==> src/rtl/vram_arb_pkg.sv <==
// Shared types for the shadow-VRAM read arbiter.
//   owner_e : which requester an in-flight read belongs to
//   WAIT_W  : width of the starvation counter (holds MAX_WAIT up to 15)
package vram_arb_pkg;

    typedef enum logic [1:0] {
        OWN_NONE  = 2'd0,
        OWN_VIDEO = 2'd1,
        OWN_VGC   = 2'd2
    } owner_e;

    localparam int WAIT_W = 4;

endpackage

==> src/rtl/vram_arb_tag_pipe.sv <==
// Owner-tag delay line matching the RAM read latency.
//   clk_logic : rising-edge clock
//   clr       : synchronous clear, empties every stage to OWN_NONE
//   tag_in    : owner of the read issued to the RAM this cycle
//   tag_out   : owner of the read whose data is on ram_data_i this cycle
module vram_arb_tag_pipe
    import vram_arb_pkg::*;
#(
    parameter int DEPTH = 1
) (
    input  logic   clk_logic,
    input  logic   clr,
    input  owner_e tag_in,
    output owner_e tag_out
);

    owner_e [DEPTH-1:0] stage;

    always_ff @(posedge clk_logic) begin
        if (clr) begin
            for (int i = 0; i < DEPTH; i++) stage[i] <= OWN_NONE;
        end else begin
            stage[0] <= tag_in;
            for (int i = 1; i < DEPTH; i++) stage[i] <= stage[i-1];
        end
    end

    assign tag_out = stage[DEPTH-1];

endmodule

==> src/rtl/vram_read_arbiter.sv <==
// Two-requester arbiter for one shadow-VRAM read port (video scanner vs VGC).
//   clk_logic, system_reset_n   : clock, synchronous active-low reset
//   vgc_active_i                : 1 = VGC high priority, 0 = video high priority
//   video_req_i/addr_i/gnt_o    : video request handshake (gnt combinational)
//   video_valid_o/data_o        : video return pulse and held data
//   vgc_req_i/addr_i/gnt_o      : VGC request handshake (gnt combinational)
//   vgc_valid_o/data_o          : VGC return pulse and held data
//   ram_rd_o/ram_addr_o         : registered RAM read command
//   ram_data_i                  : RAM read data, RAM_LATENCY cycles after ram_rd_o
module vram_read_arbiter
    import vram_arb_pkg::*;
#(
    parameter int ADDR_WIDTH  = 12,
    parameter int DATA_WIDTH  = 32,
    parameter int RAM_LATENCY = 1,
    parameter int MAX_WAIT    = 3
) (
    input  logic                  clk_logic,
    input  logic                  system_reset_n,
    input  logic                  vgc_active_i,
    input  logic                  video_req_i,
    input  logic [ADDR_WIDTH-1:0] video_addr_i,
    output logic                  video_gnt_o,
    output logic                  video_valid_o,
    output logic [DATA_WIDTH-1:0] video_data_o,
    input  logic                  vgc_req_i,
    input  logic [ADDR_WIDTH-1:0] vgc_addr_i,
    output logic                  vgc_gnt_o,
    output logic                  vgc_valid_o,
    output logic [DATA_WIDTH-1:0] vgc_data_o,
    output logic                  ram_rd_o,
    output logic [ADDR_WIDTH-1:0] ram_addr_o,
    input  logic [DATA_WIDTH-1:0] ram_data_i
);

    logic [WAIT_W-1:0] wait_cnt, wait_eff;
    logic              mode_q, mode_chg;
    logic              hi_req, lo_req, hi_win, lo_win;
    owner_e            grant_own, issue_tag, ret_tag;

    // A priority flip restarts the starvation count in the same cycle,
    // so the newly-high side is not immediately overruled.
    assign mode_chg = vgc_active_i != mode_q;
    assign wait_eff = mode_chg ? '0 : wait_cnt;

    assign hi_req = vgc_active_i ? vgc_req_i   : video_req_i;
    assign lo_req = vgc_active_i ? video_req_i : vgc_req_i;

    // Low side wins when alone, or when it has lost MAX_WAIT contended cycles.
    assign lo_win = lo_req & (~hi_req | (wait_eff == WAIT_W'(MAX_WAIT)));
    assign hi_win = hi_req & ~lo_win;

    assign video_gnt_o = system_reset_n & (vgc_active_i ? lo_win : hi_win);
    assign vgc_gnt_o   = system_reset_n & (vgc_active_i ? hi_win : lo_win);

    assign grant_own = vgc_gnt_o   ? OWN_VGC   :
                       video_gnt_o ? OWN_VIDEO : OWN_NONE;

    always_ff @(posedge clk_logic) begin
        if (!system_reset_n) begin
            wait_cnt   <= '0;
            mode_q     <= 1'b0;
            ram_rd_o   <= 1'b0;
            ram_addr_o <= '0;
            issue_tag  <= OWN_NONE;
        end else begin
            mode_q <= vgc_active_i;
            // Counts only contended cycles the low side lost; anything else clears.
            if (hi_win && lo_req)
                wait_cnt <= (wait_eff < WAIT_W'(MAX_WAIT)) ? wait_eff + WAIT_W'(1) : wait_eff;
            else
                wait_cnt <= '0;
            ram_rd_o  <= grant_own != OWN_NONE;
            issue_tag <= grant_own;
            if (grant_own != OWN_NONE)
                ram_addr_o <= vgc_gnt_o ? vgc_addr_i : video_addr_i;
        end
    end

    vram_arb_tag_pipe #(
        .DEPTH (RAM_LATENCY)
    ) u_tag_pipe (
        .clk_logic (clk_logic),
        .clr       (~system_reset_n),
        .tag_in    (issue_tag),
        .tag_out   (ret_tag)
    );

    always_ff @(posedge clk_logic) begin
        if (!system_reset_n) begin
            video_valid_o <= 1'b0;
            video_data_o  <= '0;
            vgc_valid_o   <= 1'b0;
            vgc_data_o    <= '0;
        end else begin
            video_valid_o <= ret_tag == OWN_VIDEO;
            vgc_valid_o   <= ret_tag == OWN_VGC;
            if (ret_tag == OWN_VIDEO) video_data_o <= ram_data_i;
            if (ret_tag == OWN_VGC)   vgc_data_o   <= ram_data_i;
        end
    end

endmodule

==> config.mk <==
export PLATFORM = sky130hd
export DESIGN_NAME = vram_read_arbiter
export DESIGN_NICKNAME = d
export VERILOG_FILES = /design/src/rtl/vram_arb_pkg.sv /design/src/rtl/vram_arb_tag_pipe.sv /design/src/rtl/vram_read_arbiter.sv
export SDC_FILE = /design/constraint.sdc
export NUM_CORES = 1
export LEC_CHECK = 0
export ABC_AREA = 1
export BUFFER_PORTS_ARGS = -buffer_cell sky130_fd_sc_hd__buf_2
export CAP_MARGIN = 0
export CORE_ASPECT_RATIO = 1.4
export CORE_MARGIN = 1.5
export CORE_UTILIZATION = 48
export DETAILED_ROUTE_END_ITERATION = 7
export PLACE_DENSITY = 0.87
export SKIP_LAST_GASP = 1
export SLEW_MARGIN = 20
export SYNTH_ARGS = -nofsm -noshare
export SYNTH_HDL_FRONTEND = slang
export SYNTH_SLANG_ARGS = --single-unit
==> constraint.sdc <==
create_clock -name clk_logic -period 2.04 [get_ports clk_logic]
set_clock_uncertainty 0.05 [all_clocks]
set_input_delay 0.102 -clock clk_logic [delete_from_list [all_inputs] [get_ports clk_logic]]
set_output_delay 0.102 -clock clk_logic [all_outputs]
set_load 0.01 [all_outputs]
==> out/summary.json, run 1 <==
{
  "status": {
    "outcome": "completed"
  },
  "route": {
    "detail_route.iter0.violations": 179,
    "detailedRoute.firstPassIterationCount": 4,
    "routed_wire_length_per_instance_microns": 13.3,
    "via_count": 3614,
    "drc_errors": 0,
    "drt.antenna.violating_nets": 0,
    "routed_wirelength_microns": 9910,
    "vias_per_cell": 4.85
  },
  "global_route": {
    "via_count_of_the_first_global_routing_pass": 3543,
    "grt_max_degree": 70,
    "grt_first_pass_wirelength_microns": 15200,
    "antenna_found_initial": 0,
    "grtUsageTotal_pct": 25.0,
    "grt_overflow": 0
  },
  "logic_synthesis": {
    "ys_ff_latch": 88,
    "synth.cell_area_sq_um": 3490,
    "netlist_top_cells_area": "dfxtp_1 (51%), nor2_1 (16%), o21ai_0 (9.3%)",
    "synth-simple-area-share_pct": 31.8,
    "synth_fp_nets": 522,
    "synth.mux.area_fraction_pct": 0,
    "synth_area_per_cell_sq_um": 7.58,
    "yosysUniqueCellTypes": 19,
    "seq_area_frac_synth_pct": 50.5,
    "synthesis.yosys.warnings": 0,
    "synthCells": 460,
    "area_share_of_the_leading_cell_type_in_the_synthesized_netlist_pct": 50.5,
    "synth_compound_area_share_pct": 10.4,
    "synth_top_family_by_area": "simple AND/OR/NAND/NOR gates",
    "yosys.area.top_type": "dfxtp_1",
    "yosys.area_share.xor_xnor_pct": 0,
    "synth-edff-count": 0,
    "post-synth-top-count-cell": "nor2_1",
    "most_numerous_cell_types_in_the_synthesized_netlist": "nor2_1 (151), dfxtp_1 (88), o21ai_0 (65), nand2_1 (39), inv_1 (28)",
    "synth_fa_ha_area_share_pct": 0.359,
    "synthFlopType": "dfxtp_1",
    "async_reset_ff_share_pct": 0
  },
  "clock_network": {
    "cts_htree_levels": 3,
    "cts_root_buf": "clkbuf_8",
    "longest_clk_path_bufs": 2,
    "clock_tree_from_tritoncts": "yes",
    "clkSlewWorstSetupHoldPaths_ns": 0.08,
    "clock_sinks": 88,
    "cts_inserted_buffers": 9,
    "insertion_delay_ns": 0.36
  },
  "sta": {
    "timing.final.ws_setup_ns": 0.0423,
    "max_clock_freq_ghz": 0.501,
    "timing.final.hold_violations": 0,
    "tns_ns": 0,
    "post-route-min-period_ns": 2.00,
    "unrepaired_setup_endpoints_after_global_routing": "yes",
    "setup_violations": 0,
    "final.period_utilization_pct": 97.9,
    "total_count_of_max_transition_violations_in_the_final_report": 0,
    "worst_slew_pin_slew_ns": 1.06,
    "maxSlewHeadroom_pct": 29.6
  },
  "pwr": {
    "power.sequential.fraction_pct": 49.0,
    "ir_drop_mv": 0.465,
    "power.share.switching_pct": 28.2,
    "share_of_power_burned_in_the_clock_network_pct": 29.9,
    "p_int_w": 0.00280,
    "static-leakage-power_nw": 2.56,
    "power.density_nw_per_um2": 775,
    "comb_power_share_pct": 21.1,
    "total_switching_power_w": 0.00110
  },
  "layout": {
    "share_of_cells_above_drive_strength_1_pct": 35.5,
    "final_net_count": 708,
    "final-instance-count-excl-fill": 745,
    "flow.area_growth_from_synthesis_pct": 44.5,
    "antenna_cells_inserted": 0
  },
  "place": {
    "io_buffers": 141,
    "dp_slack_ns": 0.0390,
    "dp_hpwl_microns": 5790,
    "place.detailed.instances": 677,
    "place_congestion": 0.772
  },
  "job": {
    "drv_cap": 0
  },
  "critical_path": {
    "cpLargestDelayFamily": "simple AND/OR/NAND/NOR gates",
    "critPathLaunchType": "flop",
    "worst_path_most_repeated_cell": "nand2_4",
    "cp_max_fo": 14,
    "cp_slowest_cell": "dfxtp_2",
    "required_ns": 2.24,
    "slowest_delay_ns": 0.34,
    "path_buf_inv": 4,
    "setup.worst_path.class": "flop to flop",
    "crit_path_cell_trace": "inv_2 -> nand2_2 -> nand2_4 -> inv_4 -> nor2_4 -> ha_4 -> nand2_4 -> nand2_4 -> nand2_4 -> nand2_4 -> nand2_8 -> buf_12 -> buf_4 -> nand2_2 -> nand2_2 -> nor2_2 -> nor2_1",
    "critical_path_arrival_ns": 2.20,
    "worst_setup_path_end_kind": "flop"
  },
  "floorplan": {
    "floorplan.die.height_microns": 104,
    "initial_utilization_pct": 50.0,
    "design.die.area_sq_um": 7800,
    "boundaryPins": 142,
    "coreArea_sq_um": 6980,
    "fp-row-count": 36,
    "die_w_microns": 75.1
  },
  "min_path": {
    "worstHoldPathType": "input port to flop"
  }
}
[sequential cells by signal, summed over array words and instances (netlist names)]
register            flops
issue_tag               2
vgc_valid_o             1
video_valid_o           1
u_tag_pipe.tag_out      2
video_data_o           32
mode_q                  1
ram_rd_o                1
vgc_data_o             32
wait_cnt                4
ram_addr_o             12
[cells in the final DEF (no fill, tap or decap), types with 3 or more instances in the layout]
cell	n
buf_4	18
nand3b_1	11
dlygate4sd3_1	39
nand2_4	7
clkbuf_8	10
nand2_2	13
dfxtp_1	87
nand3_1	5
nor2_2	20
inv_2	3
a21oi_1	3
nor2_1	147
inv_1	24
o21ai_0	65
buf_2	139
clkinv_2	3
nand2_1	36
buf_6	3
[tightest hold or removal path, delay by kind of cell]
| family | cells | cell delay [ns] |
|---|---|---|
| AND/OR/NAND/NOR | 4 | 0.23 |
| buffers and inverters | 1 | 0.08 |
[stage by stage]
stage / cell area [sq um] / power, W / hold WS [ns] / util (%)
after floorplan: 3490 / 0.00237 / 0.187 / -
after global placement: 4250 / 0.00260 / 0.292 / 60.8
after detailed placement: 4250 / 0.00263 / 0.299 / 60.8
after CTS: 4930 / 0.00388 / 0.00106 / 70.6
after global routing: 5040 / 0.00410 / 0.0323 / 72.2
final: 5040 / 0.00391 / 0.0276 / 72.2
[layout make-up]
type | count | area, sq um
clock buffers | 11 | 141
clock inverters | 4 | 45.0
fillers | 511 | 1940
inverters | 29 | 116
multi-input cells | 317 | 1560
flip-flops and latches | 88 | 1760
well taps | 95 | 119
repair buffers | 201 | 1290
[logic make-up after synthesis]
logic type / after synthesis
AO/OA/AOI/OAI: 70
flip-flops: 88
adder cells (fa/ha/maj): 1
AND/OR/NAND/NOR: 246
buffers and inverters: 55
[final timing paths]
| path | startpoint | endpoint | slack (ns) | cells after the start |
|---|---|---|---|---|
| setup / recovery | mode_q$_SDFF_PN0_ | ram_addr_o[11]$_SDFFE_PN0P_ | 0.04 | 17 |
| setup reg to reg | mode_q$_SDFF_PN0_ | ram_addr_o[11]$_SDFFE_PN0P_ | 0.04 | 17 |
| hold / removal | video_addr_i[3] | ram_addr_o[3]$_SDFFE_PN0P_ | 0.03 | 5 |
| hold reg to reg | issue_tag[0]$_SDFF_PN0_ | u_tag_pipe.tag_out[0]$_SDFF_PN0_ | 0.37 | 2 |
[routing by layer]
layer / vias to the layer above / part of all wire (%) / GRT usage [%]
met1: 1623 / 37 / 25.7
met2: 161 / 54 / 44.2
met4: 0 / 2.9 / 12.9
li1: 1798 / - / -
met5: - / 0 / 0
met3: 32 / 6.3 / 6.49
[power groups by stage]
stage	sequential (W)	clock (W)	combinational [W]
2_1_floorplan	0.00200	0	0.000367
3_3_place_gp	0.00194	0	0.000660
3_5_place_dp	0.00195	0	0.000681
4_1_cts	0.00191	0.00120	0.000772
5_1_grt	0.00193	0.00127	0.000905
6_report	0.00191	0.00117	0.000823
[what timing repair did]
item,CTS,global route
hold buffers,39,0
setup buffers,7,7
pin swaps,8,9
endpoints found under the setup margin,2,13
hold endpoints to repair,71,0
gates resized for setup,14,16
No activity file was read; power rests on OpenSTA's default activity.
==> run 2, diff against run 1 <==
--- a/config.mk
+++ b/config.mk
@@ -10,9 +10,10 @@
 export CAP_MARGIN = 0
 export CORE_ASPECT_RATIO = 1.4
 export CORE_MARGIN = 1.5
-export CORE_UTILIZATION = 48
+export CORE_UTILIZATION = 35
+export CTS_CLUSTER_SIZE = 28
 export DETAILED_ROUTE_END_ITERATION = 7
-export PLACE_DENSITY = 0.87
+export PLACE_DENSITY = 0.68
 export SKIP_LAST_GASP = 1
 export SLEW_MARGIN = 20
 export SYNTH_ARGS = -nofsm -noshare
==> out/summary.json, run 2 (synthesized netlist as in run 1, its figures left out) <==
{
  "critical_path": {
    "cp_slowest_cell": "dfxtp_2",
    "reg2regPathDepth": 15,
    "slowest_delay_ns": 0.34,
    "worst_path_most_repeated_cell": "nand2_4",
    "worst_setup_path_end_kind": "primary output",
    "cp_max_fo": 5,
    "crit_end": "video_gnt_o",
    "reg2reg_slack_ns": 0.06,
    "r2r_end": "ram_addr_o[1]$_SDFFE_PN0P_",
    "timing.rr.start": "mode_q$_SDFF_PN0_",
    "critPathLaunchType": "flop",
    "setup.worst_path.class": "flop to primary output",
    "critical_path_arrival_ns": 1.84,
    "cp-startpoint": "mode_q$_SDFF_PN0_",
    "required_ns": 1.89,
    "crit_path_cell_trace": "nand2_2 -> nand2_4 -> inv_4 -> nor2_4 -> ha_4 -> nand2_4 -> nand2_4 -> nand2_4 -> nand2_4 -> nand2_4 -> buf_6 -> inv_2 -> buf_6"
  },
  "place": {
    "io_buffers": 141,
    "dp_slack_ns": 0.0594,
    "dp_hpwl_microns": 6230,
    "place_congestion": 0.772,
    "dpl_cell_area_sq_um": 4300
  },
  "global_route": {
    "grtUsageTotal_pct": 18.5,
    "grt_max_degree": 60,
    "antenna_found_initial": 0,
    "via_count_of_the_first_global_routing_pass": 3375,
    "grt_overflow": 0,
    "grt_first_pass_wirelength_microns": 15300
  },
  "sta": {
    "timing.final.ws_setup_ns": 0.0503,
    "timing.final.hold_violations": 0,
    "post-route-min-period_ns": 1.99,
    "setup_violations": 0,
    "maxSlewHeadroom_pct": 64.3,
    "worst_slew_pin_slew_ns": 0.536,
    "unrepaired_setup_endpoints_after_global_routing": "yes",
    "max_clock_freq_ghz": 0.503,
    "total_count_of_max_transition_violations_in_the_final_report": 0,
    "final.period_utilization_pct": 97.5
  },
  "route": {
    "drc_errors": 0,
    "detailedRoute.firstPassIterationCount": 4,
    "vias_per_cell": 4.53,
    "routed_wire_length_per_instance_microns": 12.6,
    "routed_wirelength_microns": 9730,
    "detail_route.iter0.violations": 118,
    "via_count": 3490,
    "drt.antenna.violating_nets": 0
  },
  "job": {
    "drv_cap": 0
  },
  "layout": {
    "filler_cell_count": 913,
    "layout_top_registers": "vgc_data_o x32, video_data_o x32, ram_addr_o x12",
    "final_net_count": 696,
    "final_cell_mix": "nor2_1 (148), buf_2 (139), dfxtp_1 (87), o21ai_0 (65), nand2_1 (37)",
    "layout.cells.most_common": "nor2_1",
    "flow.area_growth_from_synthesis_pct": 46.1,
    "antenna_cells_inserted": 0,
    "share_of_cells_above_drive_strength_1_pct": 35.2,
    "final_design_area_no_fill_sq_um": 5100
  },
  "floorplan": {
    "initial_utilization_pct": 36.5,
    "floorplan.die.height_microns": 121,
    "coreArea_sq_um": 9560,
    "boundaryPins": 142,
    "fp-row-count": 42,
    "die_w_microns": 87.4,
    "design.die.area_sq_um": 10600
  },
  "pwr": {
    "power.share.switching_pct": 26.7,
    "ir_drop_mv": 0.402,
    "power.sequential.fraction_pct": 44.0,
    "power.density_nw_per_um2": 853,
    "share_of_power_burned_in_the_clock_network_pct": 37.8,
    "static-leakage-power_nw": 2.57,
    "comb_power_share_pct": 18.2,
    "p_int_w": 0.00319,
    "total_switching_power_w": 0.00116
  },
  "clock_network": {
    "clock_tree_from_tritoncts": "yes",
    "cts_htree_levels": 3,
    "cts_root_buf": "clkbuf_16",
    "clock_sinks": 88,
    "longest_clk_path_bufs": 2,
    "cts_inserted_buffers": 9,
    "clkSlewWorstSetupHoldPaths_ns": 0.06,
    "insertion_delay_ns": 0.33
  },
  "min_path": {
    "hold_path_startpoint": "video_addr_i[0]",
    "worstHoldPathType": "input port to flop"
  },
  "status": {
    "outcome": "completed"
  }
}
-- run 2: cell count changes in the layout (fill, tap and decap cells not counted), moves of 6 or more --
cell           delta
buf_4             -6
dlygate4sd3_1     -7
clkbuf_8          -9
clkbuf_16         +9
-- run 2: final cells by class --
class                      count  area [sq um]  share of cell area [%]
clock buffer                  11           243                    4.76
clock inverter                 5          56.3                    1.10
inverter                      29           116                    2.28
multi-input combinational    317          1550                    30.4
sequential                    88          1760                    34.6
tap                          132           165                    3.24
timing repair buffer         189          1200                    23.6
-- run 2: power groups by stage --
stage	Combinational (W)	Clock (W)	Sequential, W
2_1_floorplan	0.000367	0	0.00200
5_1_grt	0.000883	0.00177	0.00193
6_report	0.000793	0.00164	0.00191
4_1_cts	0.000775	0.00168	0.00191
3_5_place_dp	0.000686	0	0.00195
3_3_place_gp	0.000671	0	0.00195
-- run 2: per-layer routing --
| layer | vias to the layer above | track usage [%] | routed length [microns] |
|---|---|---|---|
| li1 | 1780 | - | - |
| met1 | 1561 | 20.0 | 3950 |
| met2 | 128 | 33.8 | 5020 |
| met3 | 21 | 3.20 | 518 |
| met4 | 0 | 9.62 | 246 |
| met5 | - | 0 | 0 |
-- run 2: how the worst min path moves through the flow --
stage                                         end  slack, ns  depth (start not counted)
floorplan            video_data_o[0]$_SDFFE_PN0P_       0.19                          2
global placement    video_data_o[22]$_SDFFE_PN0P_       0.29                          3
detailed placement  video_data_o[17]$_SDFFE_PN0P_       0.29                          3
CTS                    ram_addr_o[0]$_SDFFE_PN0P_       0.01                          5
global route           ram_addr_o[9]$_SDFFE_PN0P_       0.04                          5
finish                 ram_addr_o[0]$_SDFFE_PN0P_       0.03                          5
-- run 2: repair_timing --
action,4_1_cts,5_1_grt
buffers inserted,5,2
pin swaps,6,8
hold endpoints to repair,58,0
gates resized for setup,9,16
gates cloned,1,0
endpoints found under the setup margin,2,13
hold buffers,32,0
-- run 2: worst max-delay path, delay by kind of cell, from the launching register on --
kind	cells	cell delay [ns]
buf+inv	4	0.31
fa+ha+maj	1	0.16
simple gates	8	0.70
flops	1	0.34
-- run 2: through the flow --
step	TNS, ns	hold slack [ns]	total power [W]	util (%)	instances
6_report	0	0.0291	0.00435	53.3	771
5_1_grt	-0.204	0.0402	0.00458	53.3	771
4_1_cts	-0.0166	0.0149	0.00437	52.5	769
3_5_place_dp	0	0.294	0.00263	45.0	715
3_3_place_gp	0	0.292	0.00262	45.0	715
2_1_floorplan	0	0.187	0.00237	-	460
